===== src/rtl/prg_injector.sv =====
// PRG file injector: strips the two-byte load-address header, writes the payload into
// PET RAM, then patches the BASIC end-of-program pointers with the end address.
module prg_injector #(
    parameter logic [7:0]  PRG_INDEX = 8'h41,
    parameter logic [15:0] PTR_BASE  = 16'h007C,
    parameter int          NPTR      = 3,
    parameter logic [15:0] RAM_LIMIT = 16'h3FFF
) (
    input  logic        clk,
    input  logic        reset,
    input  logic        ioctl_download,
    input  logic [7:0]  ioctl_index,
    input  logic        ioctl_wr,
    input  logic [24:0] ioctl_addr,
    input  logic [7:0]  ioctl_dout,
    output logic [13:0] dma_addr,
    output logic [7:0]  dma_din,
    output logic        dma_we,
    output logic        busy,
    output logic        done,
    output logic        err
);

    localparam int KW = $clog2(2 * NPTR + 1);
    localparam logic [KW-1:0] PATCH_END = KW'(2 * NPTR);

    typedef enum logic [2:0] {IDLE, HDR, DATA, PATCH, ABORT} state_t;

    state_t        state, state_next;
    logic          dl_prev;
    logic [15:0]   load_addr;
    logic [15:0]   end_addr;
    logic          data_seen;
    logic [KW-1:0] patch_k;

    logic          is_prg, dl_rise, dl_fall, accepted;
    logic [15:0]   target, target_inc;
    logic [13:0]   patch_addr;

    assign is_prg     = (ioctl_index == PRG_INDEX);
    assign dl_rise    = ioctl_download & ~dl_prev & is_prg;
    assign dl_fall    = ~ioctl_download & dl_prev;
    assign accepted   = ioctl_wr & ioctl_download & is_prg;
    assign target     = load_addr + ioctl_addr[15:0] - 16'd2;
    assign target_inc = target + 16'd1;
    assign patch_addr = PTR_BASE[13:0] + 14'(patch_k);
    assign busy       = (state != IDLE);

    // NOTE: sequential state uses non-blocking (<=) so every flop samples pre-edge values.
    always_ff @(posedge clk or posedge reset) begin
        if (reset) state <= IDLE;
        else       state <= state_next;
    end

    // NOTE: state_next gets its default first so no path through the case infers a latch.
    always_comb begin
        state_next = state;
        case (state)
            IDLE:  if (dl_rise) state_next = HDR;
            HDR: begin
                if (dl_fall)                                 state_next = IDLE;
                else if (accepted && ioctl_addr == 25'd1)    state_next = DATA;
            end
            DATA:  if (dl_fall) state_next = data_seen ? PATCH : IDLE;
            PATCH: begin
                if (dl_rise)                             state_next = ABORT;
                else if (err || patch_k == PATCH_END)    state_next = IDLE;
            end
            ABORT: state_next = HDR;
            default: state_next = IDLE;
        endcase
    end

    // Held high across reset so a download already in flight is not mistaken for a new one.
    always_ff @(posedge clk or posedge reset) begin
        if (reset) dl_prev <= 1'b1;
        else       dl_prev <= ioctl_download;
    end

    always_ff @(posedge clk or posedge reset) begin
        if (reset) begin
            dma_we    <= 1'b0;
            dma_addr  <= '0;
            dma_din   <= '0;
            done      <= 1'b0;
            err       <= 1'b0;
            load_addr <= '0;
            end_addr  <= '0;
            data_seen <= 1'b0;
            patch_k   <= '0;
        end else begin
            dma_we <= 1'b0;
            done   <= 1'b0;
            case (state)
                IDLE: begin
                    if (dl_rise) begin
                        err       <= 1'b0;
                        load_addr <= '0;
                        data_seen <= 1'b0;
                    end
                end
                HDR: begin
                    if (dl_fall) begin
                        err <= 1'b1;
                    end else if (accepted) begin
                        if (ioctl_addr == 25'd0) load_addr[7:0]  <= ioctl_dout;
                        if (ioctl_addr == 25'd1) load_addr[15:8] <= ioctl_dout;
                    end
                end
                DATA: begin
                    if (dl_fall) begin
                        if (!data_seen) err <= 1'b1;
                        patch_k <= '0;
                    end else if (accepted) begin
                        data_seen <= 1'b1;
                        end_addr  <= target_inc;
                        if (target > RAM_LIMIT) begin
                            err <= 1'b1;
                        end else begin
                            dma_we   <= 1'b1;
                            dma_addr <= target[13:0];
                            dma_din  <= ioctl_dout;
                        end
                    end
                end
                PATCH: begin
                    if (!dl_rise) begin
                        if (err || patch_k == PATCH_END) begin
                            done <= 1'b1;
                        end else begin
                            dma_we   <= 1'b1;
                            dma_addr <= patch_addr;
                            dma_din  <= patch_k[0] ? end_addr[15:8] : end_addr[7:0];
                            patch_k  <= patch_k + 1'b1;
                        end
                    end
                end
                ABORT: begin
                    err       <= 1'b1;
                    load_addr <= '0;
                    data_seen <= 1'b0;
                end
                default: ;
            endcase
        end
    end

endmodule


===== config.mk =====
export PLATFORM = sky130hd
export DESIGN_NAME = prg_injector
export DESIGN_NICKNAME = d
export VERILOG_FILES = /design/src/rtl/prg_injector.sv
export SDC_FILE = /design/constraint.sdc
export NUM_CORES = 1
export LEC_CHECK = 0
export CORE_ASPECT_RATIO = 1.75
export CORE_UTILIZATION = 54
export DETAILED_ROUTE_END_ITERATION = 6
export PLACE_DENSITY = 0.81
export SYNTH_ARGS = -nofsm -noshare
export SYNTH_HDL_FRONTEND = slang
export SYNTH_SLANG_ARGS = --single-unit
export TNS_END_PERCENT = 100

===== constraint.sdc =====
create_clock -name clk -period 5.25 [get_ports clk]
set_clock_uncertainty 0.1 [all_clocks]
set_input_delay 1.05 -clock clk [delete_from_list [all_inputs] [get_ports clk]]
set_output_delay 1.05 -clock clk [all_outputs]
set_load 0.05 [all_outputs]

==> flow_summary.json <==
{
  "timing.setup.critical_path_class": "input pin to flip-flop",
  "seq_area_mm2": 0.00163,
  "final-setup-viol-count": 0,
  "io_pins": 71,
  "period_share": 0.867,
  "gp_routability_congestion": 0.936,
  "post_route_cells_drive_above_1_share": 0.0691,
  "hp-class": "flip-flop to flip-flop",
  "cts_tree": "yes",
  "synthDistinctLibCells": 55,
  "synth-async-reset-ratio": 1.00,
  "tightest_slew_ns": 0.898,
  "fin_setup_tns_ns": 0,
  "cp-end-kind": "flip-flop",
  "dominantRegCellSynth": "sky130_fd_sc_hd__dfrtp_1",
  "htree_levels": 3,
  "mostFrequentLayoutCells": "70 x sky130_fd_sc_hd__clkdlybuf4s50_1, 64 x sky130_fd_sc_hd__dfrtp_1, 61 x sky130_fd_sc_hd__inv_1, 57 x sky130_fd_sc_hd__nand2_1, 34 x sky130_fd_sc_hd__a21oi_1",
  "syn-cell-area_mm2": 0.00437,
  "violated_checks": "design-rule violations",
  "ys_warn_count": 0,
  "crit_path_max_fanout": 44,
  "ys_seq_area_frac": 0.372,
  "postRouteAntennaNets": 0,
  "multi_input_comb_area_mm2": 0.00245,
  "postSynthRegisterBits": 65,
  "wirelength_um": 11200,
  "floorplan.die_area_mm2": 0.00847,
  "grt_usage": 0.285,
  "cts_resized": 0,
  "ir_worst_vdd_v": 0.000293,
  "max_clock_freq_ghz": 0.220,
  "globalRouteMet1Util": 0.306,
  "post-route-util": 0.695,
  "dp.cells": 653,
  "power_leakage_nw": 2.55,
  "place.port_buffers": 70,
  "status": "finished, violations left",
  "die_height_um": 121,
  "hold_vio_cnt_final": 0,
  "clock_latency_of_the_later_clocked_register_in_the_worst_skew_pair_ns": 0.34,
  "synthesis.area_per_instance_um2": 8.64,
  "post-cts-setup-buffer-count": 0,
  "floorplan.initialDensity": 0.553,
  "cts_inserted_buffers": 9,
  "clock_path_buffers": 2,
  "hold_buffers": 0,
  "core-area_mm2": 0.00791,
  "synthesis.nets": 584,
  "most_frequent_standard_cell_in_the_layout_excluding_fill_and_tap_cells": "sky130_fd_sc_hd__clkdlybuf4s50_1",
  "global_route_wire_length_before_repair_um": 18500,
  "antenna_violations_before_repair": 0,
  "instances_no_fill": 669,
  "postSynthCellCount": 506,
  "drtPass1Iterations": 7,
  "power.density_cell_area_mw_per_mm2": 341,
  "maximum_number_of_pins_on_one_net_before_global_route_repair": 45,
  "wl_per_cell_um": 16.7,
  "post_drt_via_cell_ratio": 5.76,
  "synth_edf_count": 0,
  "required_ns": 5.37,
  "grt_overflow": 0,
  "gr-max-usage-layer": "met2",
  "final.min_clock_period_ns": 4.55,
  "die_x_um": 70.0,
  "areaGrowthSynthToFinish_pct": 25.8,
  "max_slew_violation_total_from_the_final_report": 0,
  "globalRouteMet2Util": 0.522,
  "drv.max_cap_violation_count": 0,
  "path_clk_slew_ns": 0.05,
  "timing.critical_path.arrival_ns": 4.67,
  "first_global_vias": 3870,
  "vias": 3854,
  "cts.sink_count": 65,
  "hpwl_um": 8830,
  "n_fill_cell": 637,
  "unrepaired_setup_endpoints_after_global_routing": "false",
  "remaining_drcs": 2,
  "clockRootBuffer": "sky130_fd_sc_hd__clkbuf_16",
  "reg2reg_setup_slack_ns": 1.56,
  "maxSlewHeadroom": 0.402,
  "grt.met3_usage": 0.0507,
  "setup.worst_path.start_class": "input pin",
  "insertedDiodeCount": 0,
  "nNetsFinal": 652,
  "placementRows": 43,
  "initialDrtViolationCount": 284
}
[area by class of cell]
cell class	count	share of cell area
Tap cell	90	0.0205
Timing Repair Buffer	75	0.137
Clock inverter	7	0.0173
Clock buffer	9	0.0410
Sequential cell	65	0.296
Multi-Input combinational cell	360	0.446
Inverter	63	0.0430
[state kept, by name (all words and copies together), names as in the netlist, 3 cells and up]
name and count:
load_addr 16, dma_addr 14, patch_k 3, dma_din 8
state 3, end_addr 16
[worst max-delay path: stages]
cell and delay [ns]:
sky130_fd_sc_hd__clkdlybuf4s50_1 0.49, sky130_fd_sc_hd__inv_1 0.06, sky130_fd_sc_hd__ha_1 0.27, sky130_fd_sc_hd__inv_1 0.04
sky130_fd_sc_hd__ha_1 0.24, sky130_fd_sc_hd__fa_1 0.45, sky130_fd_sc_hd__a21o_1 0.19, sky130_fd_sc_hd__a221oi_2 0.36
sky130_fd_sc_hd__a2bb2oi_2 0.24, sky130_fd_sc_hd__nor3_1 0.09, sky130_fd_sc_hd__nor4_2 0.48, sky130_fd_sc_hd__a31oi_4 0.16
sky130_fd_sc_hd__buf_12 0.21, sky130_fd_sc_hd__o31ai_1 0.32
[where the power goes]
group / leakage [nW] / total (mW) / internal, mW / switching, mW
clock network: 0.155 / 0.642 / 0.415 / 0.227
registers: 0.832 / 0.603 / 0.551 / 0.0519
logic: 1.56 / 0.630 / 0.240 / 0.390
total: 2.55 / 1.87 / 1.21 / 0.669
[cell families after synthesis]
group                      Yosys count  share of synthesized area
AOI/OAI and AO/OA                  122                      0.175
xor gates and xnor gates            27                     0.0541
adders and majority gates           33                     0.0962
buffers and inverters               81                     0.0707
DFF                                 65                      0.372
muxes                               23                     0.0567
and+or+nand+nor                    155                      0.175
[metal layers]
layer  routed length, um  vias to the layer above
li1                    -                     1876
met1                4380                     1854
met2                6120                       97
met3                 316                       27
met4                 375                        0
met5                   0                        -
[per-stage QoR]
stage	hold slack [ns]	worst slack (ns)	cell area, um^2	total power [mW]
4_1_cts	0.381	0.686	5500	1.87
5_1_grt	0.406	0.529	5500	1.96
6_report	0.378	0.696	5500	1.87
2_1_floorplan	0.364	1.23	4370	1.03
3_5_place_dp	0.369	0.402	5180	1.23
3_3_place_gp	0.362	0.506	5180	1.21
[Yosys cell counts (2+ instances only)]
| library cell | count | area share |
|---|---|---|
| sky130_fd_sc_hd__dfrtp_1 | 64 | 0.37 |
| sky130_fd_sc_hd__inv_1 | 62 | 0.053 |
| sky130_fd_sc_hd__nand2_1 | 57 | 0.049 |
| sky130_fd_sc_hd__a21oi_1 | 34 | 0.039 |
| sky130_fd_sc_hd__ha_1 | 32 | 0.092 |
| sky130_fd_sc_hd__nor2_1 | 31 | 0.027 |
| sky130_fd_sc_hd__o21ai_1 | 27 | 0.031 |
| sky130_fd_sc_hd__o21ai_0 | 16 | 0.018 |
| sky130_fd_sc_hd__xnor2_1 | 16 | 0.032 |
| sky130_fd_sc_hd__clkbuf_1 | 14 | 0.012 |
| sky130_fd_sc_hd__a21o_1 | 12 | 0.021 |
| sky130_fd_sc_hd__and2_1 | 12 | 0.017 |
| sky130_fd_sc_hd__nor3_1 | 11 | 0.013 |
| sky130_fd_sc_hd__xor2_1 | 11 | 0.022 |
| sky130_fd_sc_hd__mux2_1 | 9 | 0.023 |
| sky130_fd_sc_hd__mux2i_1 | 9 | 0.021 |
| sky130_fd_sc_hd__nor4_1 | 9 | 0.013 |
| sky130_fd_sc_hd__o31ai_1 | 8 | 0.014 |
| sky130_fd_sc_hd__nand3_1 | 7 | 0.0080 |
| sky130_fd_sc_hd__mux2_2 | 5 | 0.013 |
| sky130_fd_sc_hd__nor2b_1 | 5 | 0.0072 |
| sky130_fd_sc_hd__buf_2 | 4 | 0.0046 |
| sky130_fd_sc_hd__nand4_1 | 4 | 0.0057 |
| sky130_fd_sc_hd__a211oi_1 | 3 | 0.0052 |
| sky130_fd_sc_hd__and3_1 | 3 | 0.0043 |
| sky130_fd_sc_hd__nand3b_1 | 3 | 0.0052 |
| sky130_fd_sc_hd__a31oi_1 | 2 | 0.0029 |
| sky130_fd_sc_hd__and3b_1 | 2 | 0.0040 |
| sky130_fd_sc_hd__nand2b_1 | 2 | 0.0029 |
| sky130_fd_sc_hd__nor4_2 | 2 | 0.0057 |
| sky130_fd_sc_hd__o211ai_1 | 2 | 0.0034 |
| sky130_fd_sc_hd__o211ai_2 | 2 | 0.0057 |
| sky130_fd_sc_hd__o21bai_1 | 2 | 0.0034 |
| sky130_fd_sc_hd__or2_1 | 2 | 0.0029 |
| sky130_fd_sc_hd__or3_1 | 2 | 0.0029 |
[final timing paths]
kind | startpoint | to | cells after the start
min in group asynchronous | reset | done$_DFF_PP0_ | 2
hold reg to reg | dma_addr[12]$_DFFE_PP0P_ | dma_addr[12]$_DFFE_PP0P_ | 2
max in group asynchronous | reset | dma_addr[11]$_DFFE_PP0P_ | 3
setup / recovery | ioctl_addr[1] | dma_addr[11]$_DFFE_PP0P_ | 14
hold / removal | dma_addr[12]$_DFFE_PP0P_ | dma_addr[12]$_DFFE_PP0P_ | 2
setup reg to reg | load_addr[1]$_DFFE_PP0P_ | dma_addr[11]$_DFFE_PP0P_ | 13
No activity file was read; power rests on OpenSTA's default activity.
